File: config.mk
export PLATFORM = sky130hd
export DESIGN_NAME = monox_row_feeder
export DESIGN_NICKNAME = d
export VERILOG_FILES = /design/src/rtl/monox_row_feeder.sv
export SDC_FILE = /design/constraint.sdc
export NUM_CORES = 1
export LEC_CHECK = 0
export ABC_CLOCK_PERIOD_IN_PS = 3010
export BUFFER_PORTS_ARGS = -buffer_cell sky130_fd_sc_hd__buf_2
export CAP_MARGIN = 20
export CORE_AREA = 2 2 238 240
export DETAILED_ROUTE_END_ITERATION = 8
export DIE_AREA = 0 0 240 242
export PLACE_DENSITY = 0.36
export SLEW_MARGIN = 20
export SYNTH_ARGS = -nofsm -noshare
export SYNTH_HDL_FRONTEND = slang
export SYNTH_SLANG_ARGS = --single-unit
File: constraint.sdc
create_clock -name clk -period 3.01 [get_ports clk]
set_input_delay 0.301 -clock clk [delete_from_list [all_inputs] [get_ports clk]]
set_output_delay 0.301 -clock clk [all_outputs]
set_load 0.03 [all_outputs]
File: src/rtl/monox_row_feeder.sv
// rtl/monox_row_feeder.sv - issues BRAM rows back-to-back to the monox automorphism stage
// Optional MONOX_ROW_FEEDER_PERF_EN adds o_cycles, a saturating busy-cycle counter.
module monox_row_feeder #(
   parameter int DATA_WIDTH  = 64,
   parameter int INDEX_WIDTH = 13,
   parameter int ADDR_WIDTH  = INDEX_WIDTH - 1,
   parameter int RD_LATENCY  = 2
) (
   input  logic                      clk,
   input  logic                      rst_n,
   input  logic                      i_en,
   input  logic                      i_start,
   input  logic [INDEX_WIDTH-1:0]    i_len,
   input  logic [INDEX_WIDTH-1:0]    i_neg_from,
   input  logic                      i_neg_en,
   input  logic [3:0]                i_n,
   input  logic                      i_ds_done,
   output logic [4*ADDR_WIDTH-1:0]   o_rd_addr,
   output logic [3:0]                o_rd_en,
   input  logic [4*DATA_WIDTH-1:0]   i_rd_data,
   output logic [4*DATA_WIDTH-1:0]   o_data,
   output logic                      o_valid,
   output logic                      o_negate,
   output logic [3:0]                o_n,
   output logic                      o_start,
   output logic                      o_busy,
   output logic                      o_done
`ifdef MONOX_ROW_FEEDER_PERF_EN
   ,
   output logic [31:0]               o_cycles
`endif
);

   typedef enum logic [1:0] {IDLE, ISSUE, DRAIN, WAIT_DS} state_t;

   state_t                 state, state_nx;
   logic [INDEX_WIDTH-1:0] row, len_q, neg_from_q;
   logic                   neg_en_q;
   logic [3:0]             n_q;
   logic [2:0]             drain_cnt;
   logic [RD_LATENCY-1:0]  vld_line, neg_line;
   logic                   start_q;
   logic                   launch, issue, last_row, drain_end, row_neg;

   assign last_row  = (row == len_q - INDEX_WIDTH'(1));
   assign drain_end = (drain_cnt == 3'(RD_LATENCY - 1));
   // Full-width compare so neg_from = 2^ADDR_WIDTH never negates any row.
   assign row_neg   = neg_en_q && (row >= neg_from_q);

   always_ff @(posedge clk) begin
      if (!rst_n || !i_en) state <= IDLE;
      else                 state <= state_nx;
   end

   always_comb begin
      state_nx  = state;
      launch    = 1'b0;
      issue     = 1'b0;
      o_rd_en   = 4'h0;
      o_rd_addr = '0;
      o_busy    = (state != IDLE);
      o_done    = (state == IDLE);
      case (state)
         IDLE: begin
            if (i_start && (i_len != '0)) begin
               launch   = 1'b1;
               state_nx = ISSUE;
            end
         end
         ISSUE: begin
            issue     = 1'b1;
            o_rd_en   = 4'hF;
            o_rd_addr = {4{row[ADDR_WIDTH-1:0]}};
            if (last_row) state_nx = DRAIN;
         end
         DRAIN: begin
            if (drain_end) state_nx = WAIT_DS;
         end
         WAIT_DS: begin
            if (i_ds_done) state_nx = IDLE;
         end
         default: state_nx = IDLE;
      endcase
   end

   always_ff @(posedge clk) begin
      if (!rst_n || !i_en) begin
         row        <= '0;
         len_q      <= '0;
         neg_from_q <= '0;
         neg_en_q   <= 1'b0;
         n_q        <= '0;
         drain_cnt  <= '0;
         vld_line   <= '0;
         neg_line   <= '0;
         start_q    <= 1'b0;
      end else begin
         start_q  <= launch;
         vld_line <= (vld_line << 1) | RD_LATENCY'(issue);
         neg_line <= (neg_line << 1) | RD_LATENCY'(issue && row_neg);
         if (launch) begin
            len_q      <= i_len;
            neg_from_q <= i_neg_from;
            neg_en_q   <= i_neg_en;
            n_q        <= i_n;
            row        <= '0;
            drain_cnt  <= '0;
         end
         if (issue)          row       <= row + INDEX_WIDTH'(1);
         if (state == DRAIN) drain_cnt <= drain_cnt + 3'd1;
      end
   end

   assign o_valid  = vld_line[RD_LATENCY-1];
   assign o_negate = neg_line[RD_LATENCY-1];
   assign o_data   = i_rd_data;
   assign o_n      = n_q;
   assign o_start  = start_q;

`ifdef MONOX_ROW_FEEDER_PERF_EN
   logic [31:0] cycles;

   always_ff @(posedge clk) begin
      if (!rst_n)                        cycles <= '0;
      else if (launch)                   cycles <= '0;
      else if (o_busy && (cycles != '1)) cycles <= cycles + 32'd1;
   end

   assign o_cycles = cycles;
`endif

endmodule

==> results.md <==
* Final setup skew at 0.009213 ns
* Port Buffers at 96
* Area delta synth->final at -12.41%
* CP required at about 3.2 ns
* Clk sink count at between 50 and 60
* Syn Nets at ~1000
* Clock Path Buffers at 2
* IO Count at 609
* Reg clk slew, reported paths at around 0.08 ns
* Sequential share of power at between 40% and 50%
* Commonest cells in the netlist: buf_4, nand2_1, dfxtp_1
* Mapped Area at approximately 0.0052 mm²
* Dpl ws at between 0.3 and 0.4 ns
* Final Max Slew Viols at 0
* Post-CTS setup buffers at 0
* FF+latch count, synth at 54
* DRT Pass-1 Iters at 4
* Critical path data arrival time at 2.74 ns
* CTS tree: yes
* Max-cap viol count at 0
* Initial antenna violation count at 1
* Seq/Total Area, Yosys at between 20 and 25%
* First-pass GRT wire length at 25290 µm
* Synth area leaders: buf_4, dfxtp_1, nand2_1, ha_1, a21oi_1
* Vias at 3372
* Routed WL at around 18000 µm
* CTS HTree Levels at 2
* DR WL/cell at 14.97 µm
* Share of flip-flops with an asynchronous set or reset at 0%
* Crit share post-route at 85.70%
* Most instantiated library cell after synthesis: buf_4
* Share of layout cells above drive strength 1 at about 25%
* P_leak at about 1.8 nW
* Die Span X at 240 µm
* Dpl cells at between 1000 and 1500
* Worst setup slack after layout at 0.4303 ns
* Total Die Area at 0.05808 mm²
* Mapped Cells at roughly 700
* Fmax at approximately 390 MHz
* DR vias/cell at 2.730
* DR DRC count at 0
* Fin cells at around 1200
* Hold Fails Final Rpt at 0
* Remaining global-route overflow at 0
* CP max FO at 10
* Predominant post-synthesis flop cell: dfxtp_1
* DP HPWL at ~15000 µm
* Worst slew pin tran at a little over 0.8 ns
* Pwr Density at roughly 360 mW/mm²
* Unique masters post-synth at 44
* Final TNS setup at 0 ns
* WHS at 0.2235 ns
* Worst slew margin at between 40% and 50%
* CTS Hold Bufs at 0
* Top cell type's share of synthesized area at 42.47%
* Setup violation total in the final timing report at 0
* Avg Synthesized Cell Area at 7.695 µm²
* Clock group share of total power at between 30% and 40%
* Num CTS Buffers at 5
* WS Path Type: flop to flop
* Switching Fraction at a little under a third
* Routability cong. at approximately 0.7
* CP endpoint kind: flop
* Net Sw Power at about 0.50 mW
* Gate power share at between 10% and 20%
* EDFF count, synth at 0
* CORE AREA at between 0.05 and 0.06 mm²
* Cell taking the most area after synthesis: buf_4
* Unrepaired setup endpoints after global routing: no
* Status: finished, final reports clean
* Nature of the critical path startpoint: flop
* Tmin final at roughly 2.6 ns
* Final ANT Viol Nets at 0
* Nets at around 790
* Largest net degree at the start of global routing at 35
* # rows at between 80 and 90
* Die H at 242 µm
* Starting DRT DRC Count at between 100 and 150
* # diodes at 0
* Worst hold path class: primary input to flop
* Max VDD drop at between 0.15 and 0.2 mV
* Via count of the first global-routing pass at 3441
* Total GRT Usage at 6.220%
* Root Driver: clkbuf_16
* CTS resizes at 0
* Initial Utilization at under 10%
* Synth Warn # at 0
* Internal power at roughly 1.1 mW
* Clock latency at the later pin of the worst-skew pair at 0.31 ns
## flip-flops by register name (all words and copies together) (netlist names)
signal / flops
state: 2
neg_from_q: 13
row: 13
len_q: 13
o_start: 1
o_n: 4
neg_line: 2
vld_line: 2
drain_cnt: 3
neg_en_q: 1
## per-stage QoR
step	power, mW	utilization (%)	area [µm²]
finish	1.641	8.223	4583
global route	1.753	8.223	4583
global placement	1.046	7.956	4434
floorplan	1.575	-	5233
CTS	1.720	8.212	4577
detailed placement	1.047	7.956	4434
## routing by layer
| layer | share of wire, % | global-route usage (%) |
|---|---|---|
| met4 | 7.3 | 4.786 |
| met2 | 48 | 10.45 |
| met1 | 33 | 5.681 |
| met3 | 12 | 3.179 |
| met5 | 0 | 0 |
## power by group through the flow
stage               sequential [mW]  clock, mW  combinational (mW)
global placement              0.764          0               0.282
floorplan                     0.763          0               0.812
detailed placement            0.764          0               0.283
global route                  0.751      0.695               0.307
finish                        0.747      0.624               0.270
CTS                           0.747      0.689               0.283
## final timing paths
check                                   from                    endpoint  slack [ns]  depth (start not counted)
setup reg to reg       len_q[2]$_SDFFE_PP0P_       state[0]$_SDFFE_PP0P_        0.43                          7
setup / recovery       len_q[2]$_SDFFE_PP0P_       state[0]$_SDFFE_PP0P_        0.43                          7
hold reg to reg   neg_from_q[9]$_SDFFE_PP0P_  neg_from_q[9]$_SDFFE_PP0P_        0.46                          2
hold / removal                        i_n[0]         o_n[0]$_SDFFE_PP0P_        0.22                          3
## cells by family (layout without fill, tap and decap cells)
group                      count (synthesis)  after routing  share of synthesized area [%]
xor gates and xnor gates                  15             15                          2.511
muxes                                      9              9                          1.793
adders and majority gates                 21             21                          5.021
DFF                                       54             54                          20.66
AOI/OAI and AO/OA                         76             76                          8.776
and+or+nand+nor                          167            167                          15.59
buffers and inverters                    338            137                          45.65
## cells in the final DEF (no fill, tap or decap), types with 5 or more instances in the layout
master     netlist  routed
buf_2            1      96
nand2_1         72      71
dfxtp_1         54      54
a21oi_1         44      44
nor2_1          28      28
inv_1           23      23
ha_1            21      21
and2_1          15      15
o21ai_0         11      11
xor2_1          10      10
buf_4          296      10
nand3_1          9       9
nor3_1           7       7
nor2b_1          7       7
nand3b_1         7       7
mux2i_1          6       6
and3_1           6       6
xnor2_1          5       5
clkbuf_16        0       5
## critical path, stage by stage, from the launching register on
cell       delay [ns]
dfxtp_1          0.40
or4_4            0.59
nor4b_4          0.27
mux2_1           0.36
a2111oi_2        0.38
a31oi_2          0.18
nor3_1           0.18
a211oi_1         0.07
## layout make-up
cell class / count / area, µm²
clock buffers: 6 / 128.9
clock inverters: 2 / 13.76
fillers: 6631 / 51150
inverters: 23 / 86.33
multi-input cells: 288 / 1772
flip-flops and latches: 54 / 1081
well taps: 756 / 945.9
repair buffers: 106 / 555.5
Power figures use the tool's default switching activity.
